[config.mk]
export PLATFORM = sky130hd
export DESIGN_NAME = imem_loader_flat
export DESIGN_NICKNAME = d
export VERILOG_FILES = /design/src/rtl/imem_loader_if.sv /design/src/rtl/imem_loader.sv /design/src/flat_wrapper.sv
export SDC_FILE = /design/constraint.sdc
export NUM_CORES = 1
export LEC_CHECK = 0
export ABC_AREA = 1
export BUFFER_PORTS_ARGS = -buffer_cell sky130_fd_sc_hd__buf_4
export CORE_MARGIN = 3
export CORE_UTILIZATION = 30
export DETAILED_ROUTE_END_ITERATION = 7
export SYNTH_ARGS = -nofsm -noshare
export SYNTH_HDL_FRONTEND = slang
export SYNTH_SLANG_ARGS = --single-unit
[constraint.sdc]
create_clock -name clk -period 2.67 [get_ports clk]
set_input_delay 0.534 -clock clk [delete_from_list [all_inputs] [get_ports clk]]
set_output_delay 0.534 -clock clk [all_outputs]
set_load 0.02 [all_outputs]
[src/rtl/imem_loader_if.sv]
// Loader bus bundle: RX byte handshake in, instruction BRAM port-A write signals out.
interface imem_loader_if;
   logic        rx_valid;
   logic [7:0]  rx_data;
   logic        rx_ready;
   logic [3:0]  mem_we;
   logic [31:0] mem_addr;
   logic [31:0] mem_wdata;

   modport master (
      input  rx_valid, rx_data,
      output rx_ready, mem_we, mem_addr, mem_wdata
   );

   modport slave (
      output rx_valid, rx_data,
      input  rx_ready, mem_we, mem_addr, mem_wdata
   );
endinterface

[src/rtl/imem_loader.sv]
// Boot loader: assembles a little-endian byte stream into words, writes them to IMEM port A and
// holds the CPU in reset until the image is in. IMEM_LOADER_CHECKSUM_EN adds a trailing checksum.
module imem_loader #(
   parameter int unsigned MAX_WORDS = 4096,
   parameter logic [31:0] BASE_ADDR = 32'h0
) (
   input  logic          clk,
   input  logic          rst_n,
   input  logic          start,
   imem_loader_if.master bus,
   output logic          cpu_rst_n,
   output logic          busy,
   output logic          done,
   output logic          err
);
   localparam int unsigned IW = $clog2(MAX_WORDS + 1);

   localparam logic [2:0] S_IDLE = 3'd0;
   localparam logic [2:0] S_LEN  = 3'd1;
   localparam logic [2:0] S_DATA = 3'd2;
`ifdef IMEM_LOADER_CHECKSUM_EN
   localparam logic [2:0] S_CHK  = 3'd3;
`endif
   localparam logic [2:0] S_DONE = 3'd4;
   localparam logic [2:0] S_ERR  = 3'd5;

   logic [2:0]    state_q, state_d;
   logic [1:0]    byte_q, byte_d;
   logic [IW-1:0] word_q, word_d, len_q, len_d, word_inc;
   logic [23:0]   asm_q, asm_d, asm_ins;
   logic          fin_q, fin_d, we_q, we_d;
   logic [31:0]   addr_q, addr_d, wdata_q, wdata_d, word_full;
   logic          accept, last_byte;
`ifdef IMEM_LOADER_CHECKSUM_EN
   logic [31:0]   sum_q, sum_d;
`endif

   assign accept    = bus.rx_valid && bus.rx_ready;
   assign last_byte = (byte_q == 2'd3);
   assign word_full = {bus.rx_data, asm_q};
   assign word_inc  = word_q + IW'(1);

   // Only the low three bytes are buffered; the fourth arrives with the completing beat.
   always_comb begin
      asm_ins = asm_q;
      case (byte_q)
         2'd0:    asm_ins[7:0]   = bus.rx_data;
         2'd1:    asm_ins[15:8]  = bus.rx_data;
         2'd2:    asm_ins[23:16] = bus.rx_data;
         default: asm_ins = asm_q;
      endcase
   end

   always_comb begin
      state_d = state_q;
      byte_d  = byte_q;
      word_d  = word_q;
      len_d   = len_q;
      asm_d   = asm_q;
      fin_d   = fin_q;
      we_d    = 1'b0;
      addr_d  = addr_q;
      wdata_d = wdata_q;
`ifdef IMEM_LOADER_CHECKSUM_EN
      sum_d   = sum_q;
`endif
      case (state_q)
         S_IDLE, S_DONE, S_ERR: begin
            if (start) begin
               state_d = S_LEN;
               byte_d  = 2'd0;
               word_d  = '0;
               asm_d   = '0;
               fin_d   = 1'b0;
`ifdef IMEM_LOADER_CHECKSUM_EN
               sum_d   = '0;
`endif
            end
         end
         S_LEN: begin
            if (accept) begin
               asm_d  = asm_ins;
               byte_d = byte_q + 2'd1;
               if (last_byte) begin
                  len_d = word_full[IW-1:0];
                  if (word_full == 32'd0 || word_full > MAX_WORDS) state_d = S_ERR;
                  else                                              state_d = S_DATA;
               end
            end
         end
         S_DATA: begin
            // fin_q marks the write cycle of the last word; leave only once it has landed.
            if (fin_q) begin
               fin_d = 1'b0;
`ifdef IMEM_LOADER_CHECKSUM_EN
               state_d = S_CHK;
`else
               state_d = S_DONE;
`endif
            end else if (accept) begin
               asm_d  = asm_ins;
               byte_d = byte_q + 2'd1;
               if (last_byte) begin
                  we_d    = 1'b1;
                  addr_d  = BASE_ADDR + 32'({word_q, 2'b00});
                  wdata_d = word_full;
                  word_d  = word_inc;
                  fin_d   = (word_inc == len_q);
`ifdef IMEM_LOADER_CHECKSUM_EN
                  sum_d   = sum_q + word_full;
`endif
               end
            end
         end
`ifdef IMEM_LOADER_CHECKSUM_EN
         S_CHK: begin
            if (accept) begin
               asm_d  = asm_ins;
               byte_d = byte_q + 2'd1;
               if (last_byte) state_d = (word_full == sum_q) ? S_DONE : S_ERR;
            end
         end
`endif
         default: state_d = S_IDLE;
      endcase
   end

   always_ff @(posedge clk or negedge rst_n) begin
      if (!rst_n) begin
         state_q <= S_IDLE;
         byte_q  <= 2'd0;
         word_q  <= '0;
         len_q   <= '0;
         asm_q   <= '0;
         fin_q   <= 1'b0;
         we_q    <= 1'b0;
         addr_q  <= BASE_ADDR;
         wdata_q <= '0;
`ifdef IMEM_LOADER_CHECKSUM_EN
         sum_q   <= '0;
`endif
      end else begin
         state_q <= state_d;
         byte_q  <= byte_d;
         word_q  <= word_d;
         len_q   <= len_d;
         asm_q   <= asm_d;
         fin_q   <= fin_d;
         we_q    <= we_d;
         addr_q  <= addr_d;
         wdata_q <= wdata_d;
`ifdef IMEM_LOADER_CHECKSUM_EN
         sum_q   <= sum_d;
`endif
      end
   end

`ifdef IMEM_LOADER_CHECKSUM_EN
   assign busy = (state_q == S_LEN) || (state_q == S_DATA) || (state_q == S_CHK);
`else
   assign busy = (state_q == S_LEN) || (state_q == S_DATA);
`endif
   assign bus.rx_ready  = busy && !fin_q;
   assign bus.mem_we    = {4{we_q}};
   assign bus.mem_addr  = addr_q;
   assign bus.mem_wdata = wdata_q;
   assign done          = (state_q == S_DONE);
   assign err           = (state_q == S_ERR);
   assign cpu_rst_n     = (state_q == S_DONE);
endmodule
[src/flat_wrapper.sv]
// flat-port wrapper written by rule: the top's interface ports become plain ports
module imem_loader_flat 
#(
   parameter int unsigned MAX_WORDS = 4096,
   parameter logic [31:0] BASE_ADDR = 32'h0
)
  (clk, rst_n, start, cpu_rst_n, busy, done, err, bus_rx_valid, bus_rx_data, bus_rx_ready, bus_mem_we, bus_mem_addr, bus_mem_wdata);
  imem_loader_if bus_i ();
  input  logic clk;
  input  logic rst_n;
  input  logic start;
  output logic cpu_rst_n;
  output logic busy;
  output logic done;
  output logic err;
  input wire logic [$bits(bus_i.rx_valid)-1:0] bus_rx_valid;
  input wire logic [$bits(bus_i.rx_data)-1:0] bus_rx_data;
  output wire logic [$bits(bus_i.rx_ready)-1:0] bus_rx_ready;
  output wire logic [$bits(bus_i.mem_we)-1:0] bus_mem_we;
  output wire logic [$bits(bus_i.mem_addr)-1:0] bus_mem_addr;
  output wire logic [$bits(bus_i.mem_wdata)-1:0] bus_mem_wdata;
  assign bus_i.rx_valid = bus_rx_valid;
  assign bus_i.rx_data = bus_rx_data;
  assign bus_rx_ready = bus_i.rx_ready;
  assign bus_mem_we = bus_i.mem_we;
  assign bus_mem_addr = bus_i.mem_addr;
  assign bus_mem_wdata = bus_i.mem_wdata;
  imem_loader #(.MAX_WORDS(MAX_WORDS), .BASE_ADDR(BASE_ADDR)) u_core (.clk(clk), .rst_n(rst_n), .start(start), .bus(bus_i), .cpu_rst_n(cpu_rst_n), .busy(busy), .done(done), .err(err));
endmodule
==> impl_metrics.json <==
{
  "start_util_pct": 31.2,
  "core_um2": 15500,
  "detail-route-antenna-nets": 0,
  "grt_max_degree": 59,
  "ys_warn_count": 0,
  "cp-end-kind": "output port",
  "finalWeightedCongestion": 0.809,
  "fmax_ghz": 0.460,
  "drt_iter0_drc": 219,
  "path_buf_inv": 2,
  "crit_family": "simple AND/OR/NAND/NOR gates",
  "worstSetupStartpoint": "u_core.state_q[0]$_DFFE_PN0P_",
  "io_pins": 85,
  "cp-start-kind": "register",
  "drt-total-wl_um": 11000,
  "dieWidth_um": 133,
  "finalHoldViolCount": 0,
  "critical_path_required_ns": 2.14,
  "clock_path_buffers": 2,
  "cts_max_level": 3,
  "r2r_start": "u_core.word_q[0]$_DFFE_PN0P_",
  "reg2reg_to": "u_core.fin_q$_DFFE_PN0P_",
  "cp_max_fo": 12,
  "antenna_found_initial": 0,
  "setup_violations": 0,
  "clock_sinks": 102,
  "cts.clk_slew.worst_paths_ns": 0.08,
  "crit_chain": "nor2_1 > nand2_2 > nand2_4 > inv_1 > nor2_1 > buf_4",
  "post-cts-setup-buffers": 0,
  "slowest_stage": "dfrtp_1",
  "max_slew_margin_pct": 62.7,
  "postSynthCellCount": 581,
  "worstSetupPathType": "reg2out",
  "first_global_vias": 3682,
  "hpwl_um": 8120,
  "grt_usage_pct": 13.0,
  "outcome": "completed",
  "row_count": 45,
  "tns_ns": 0,
  "gr-total-overflow": 0,
  "ys.flop_type": "dfrtp_1",
  "critical_path.endpoint": "bus_rx_ready",
  "peakVddDrop_v": 0.000491,
  "drc": 0,
  "path_common_cell": "nor2_1",
  "grt_pass1_wl_um": 18700,
  "hold_class": "in2async",
  "slowest_delay_ns": 0.45,
  "seq_area_frac_synth_pct": 52.8,
  "seq_area_um2": 2550,
  "area_growth_pct": 18.8,
  "synth.distinct_cells": 31,
  "skew_ns": 0.0116,
  "multi_input_area_um2": 1790,
  "post_cts_resized": 0,
  "powerDensity_nw_per_um2": 1060,
  "fp.dieArea_um2": 17700,
  "synth.avg_cell_area_um2": 8.32,
  "tightest_slew_ns": 0.560,
  "max_cap_viol_count": 0,
  "r2r_setup_slack_ns": 0.73,
  "drt_first_pass_iters": 4,
  "cts_made_buffers": 9,
  "hold_buffers": 0,
  "nNetsFinal": 656,
  "reg2reg_depth": 13,
  "period_needed_ns": 2.17,
  "cts_tree": "yes",
  "drive_above_1_share_pct": 15.2,
  "clock_latency_ns": 0.36,
  "clock-root-buffer": "clkbuf_16",
  "placed_cell_area_um2": 5450,
  "finalCritPeriodShare_pct": 81.4,
  "antenna_cells": 0,
  "cp.depth": 6,
  "arrival_ns": 1.64,
  "report.final.slew_viol_count": 0,
  "rsz0062_at_grt": "no",
  "port_buffers": 65,
  "async_flop_share_pct": 100,
  "die_h_um": 133,
  "wire_per_inst_um": 12.9,
  "via_count": 3731,
  "fill_cells": 1595,
  "drt-vias-per-instance": 4.36,
  "ys_seq_elements": 102,
  "design_area_um2": 5740,
  "synth_edf_count": 0,
  "p_leak_nw": 2.80,
  "syn-cell-area_um2": 4840
}
cell usage after synthesis (7+ instances only):
master | n | area (µm²)
buf_4 | 26 | 195
clkbuf_1 | 7 | 26.3
dfrtp_1 | 102 | 2550
inv_1 | 77 | 289
nand2_1 | 153 | 574
nand3_1 | 27 | 135
nand4_1 | 7 | 43.8
nor2_1 | 41 | 154
o21ai_0 | 88 | 440
o22ai_1 | 8 | 50.1
flip-flops by register name, summed over array words and instances, names as in the netlist:
signal / count
u_core.state_q: 3
u_core.word_q: 13
u_core.bus.mem_addr: 13
u_core.bus.mem_wdata: 32
u_core.we_q: 1
u_core.byte_q: 2
u_core.asm_q: 24
u_core.fin_q: 1
u_core.len_q: 13
cell families (layout without fill, tap and decap cells):
group           Yosys count  after routing  synth area share, %
simple gates            245            245                 22.1
buf+inv                 118            163                 11.8
compound gates          108            108                 11.6
flops                   102            102                 52.8
fa+ha+maj                 5              5                 1.29
xor+xnor                  2              2                0.362
other cells               1             19               0.0775
area by class of cell:
type,count,share of cell area (%)
Tap cell,211,4.60
Sequential cell,102,44.4
Inverter,77,5.03
Clock inverter,6,1.00
Timing Repair Buffer,70,9.59
Clock buffer,10,4.16
Multi-Input combinational cell,379,31.2
routing by layer:
metal	vias to the layer above	GRT usage, %	wire (µm)
met5	-	0	0
met4	0	5.02	173
met3	13	2.93	518
met2	91	19.2	4830
met1	1706	18.5	5500
li1	1921	-	-
power breakdown:
part	switching, mW	internal (mW)
Combinational	1.51	0.869
Clock	0.638	0.684
Sequential	0.311	2.06
Total	2.45	3.62
layout by cell type, fill, tap and decap left out, types with 3 or more instances in the layout:
cell,instances
buf_4,68
ha_1,5
inv_6,3
nand2_1,153
a21oi_1,5
o21ai_1,4
nand4_1,7
inv_1,77
dfrtp_1,102
conb_1,19
nor4_1,3
nor2_4,3
o21ai_0,88
nand3_1,27
clkbuf_16,9
nor2_1,41
o22ai_1,8
worst min-delay path by stage:
stage	startpoint	to	cells past startpoint
after global routing	rst_n	u_core.asm_q[22]$_DFFE_PN0P_	1
after floorplan	rst_n	u_core.asm_q[0]$_DFFE_PN0P_	0
after global placement	u_core.asm_q[5]$_DFFE_PN0P_	u_core.len_q[5]$_DFFE_PN0P_	2
final	rst_n	u_core.bus.mem_wdata[30]$_DFFE_PN0P_	1
after detailed placement	rst_n	u_core.bus.mem_wdata[26]$_DFFE_PN0P_	1
after CTS	rst_n	u_core.bus.mem_wdata[30]$_DFFE_PN0P_	1
stage by stage:
step / instances / utilization, % / power [mW] / hold WS, ns / setup slack (ns)
CTS: 855 / 37.1 / 6.17 / 0.0862 / 0.462
floorplan: 599 / - / 3.95 / 0.238 / 0.838
global route: 855 / 37.1 / 6.55 / 0.102 / 0.312
global placement: 839 / 35.2 / 4.80 / 0.461 / 0.815
detailed placement: 839 / 35.2 / 4.83 / 0.474 / 0.736
finish: 855 / 37.1 / 6.07 / 0.0835 / 0.495
Power figures use the tool's default switching activity.
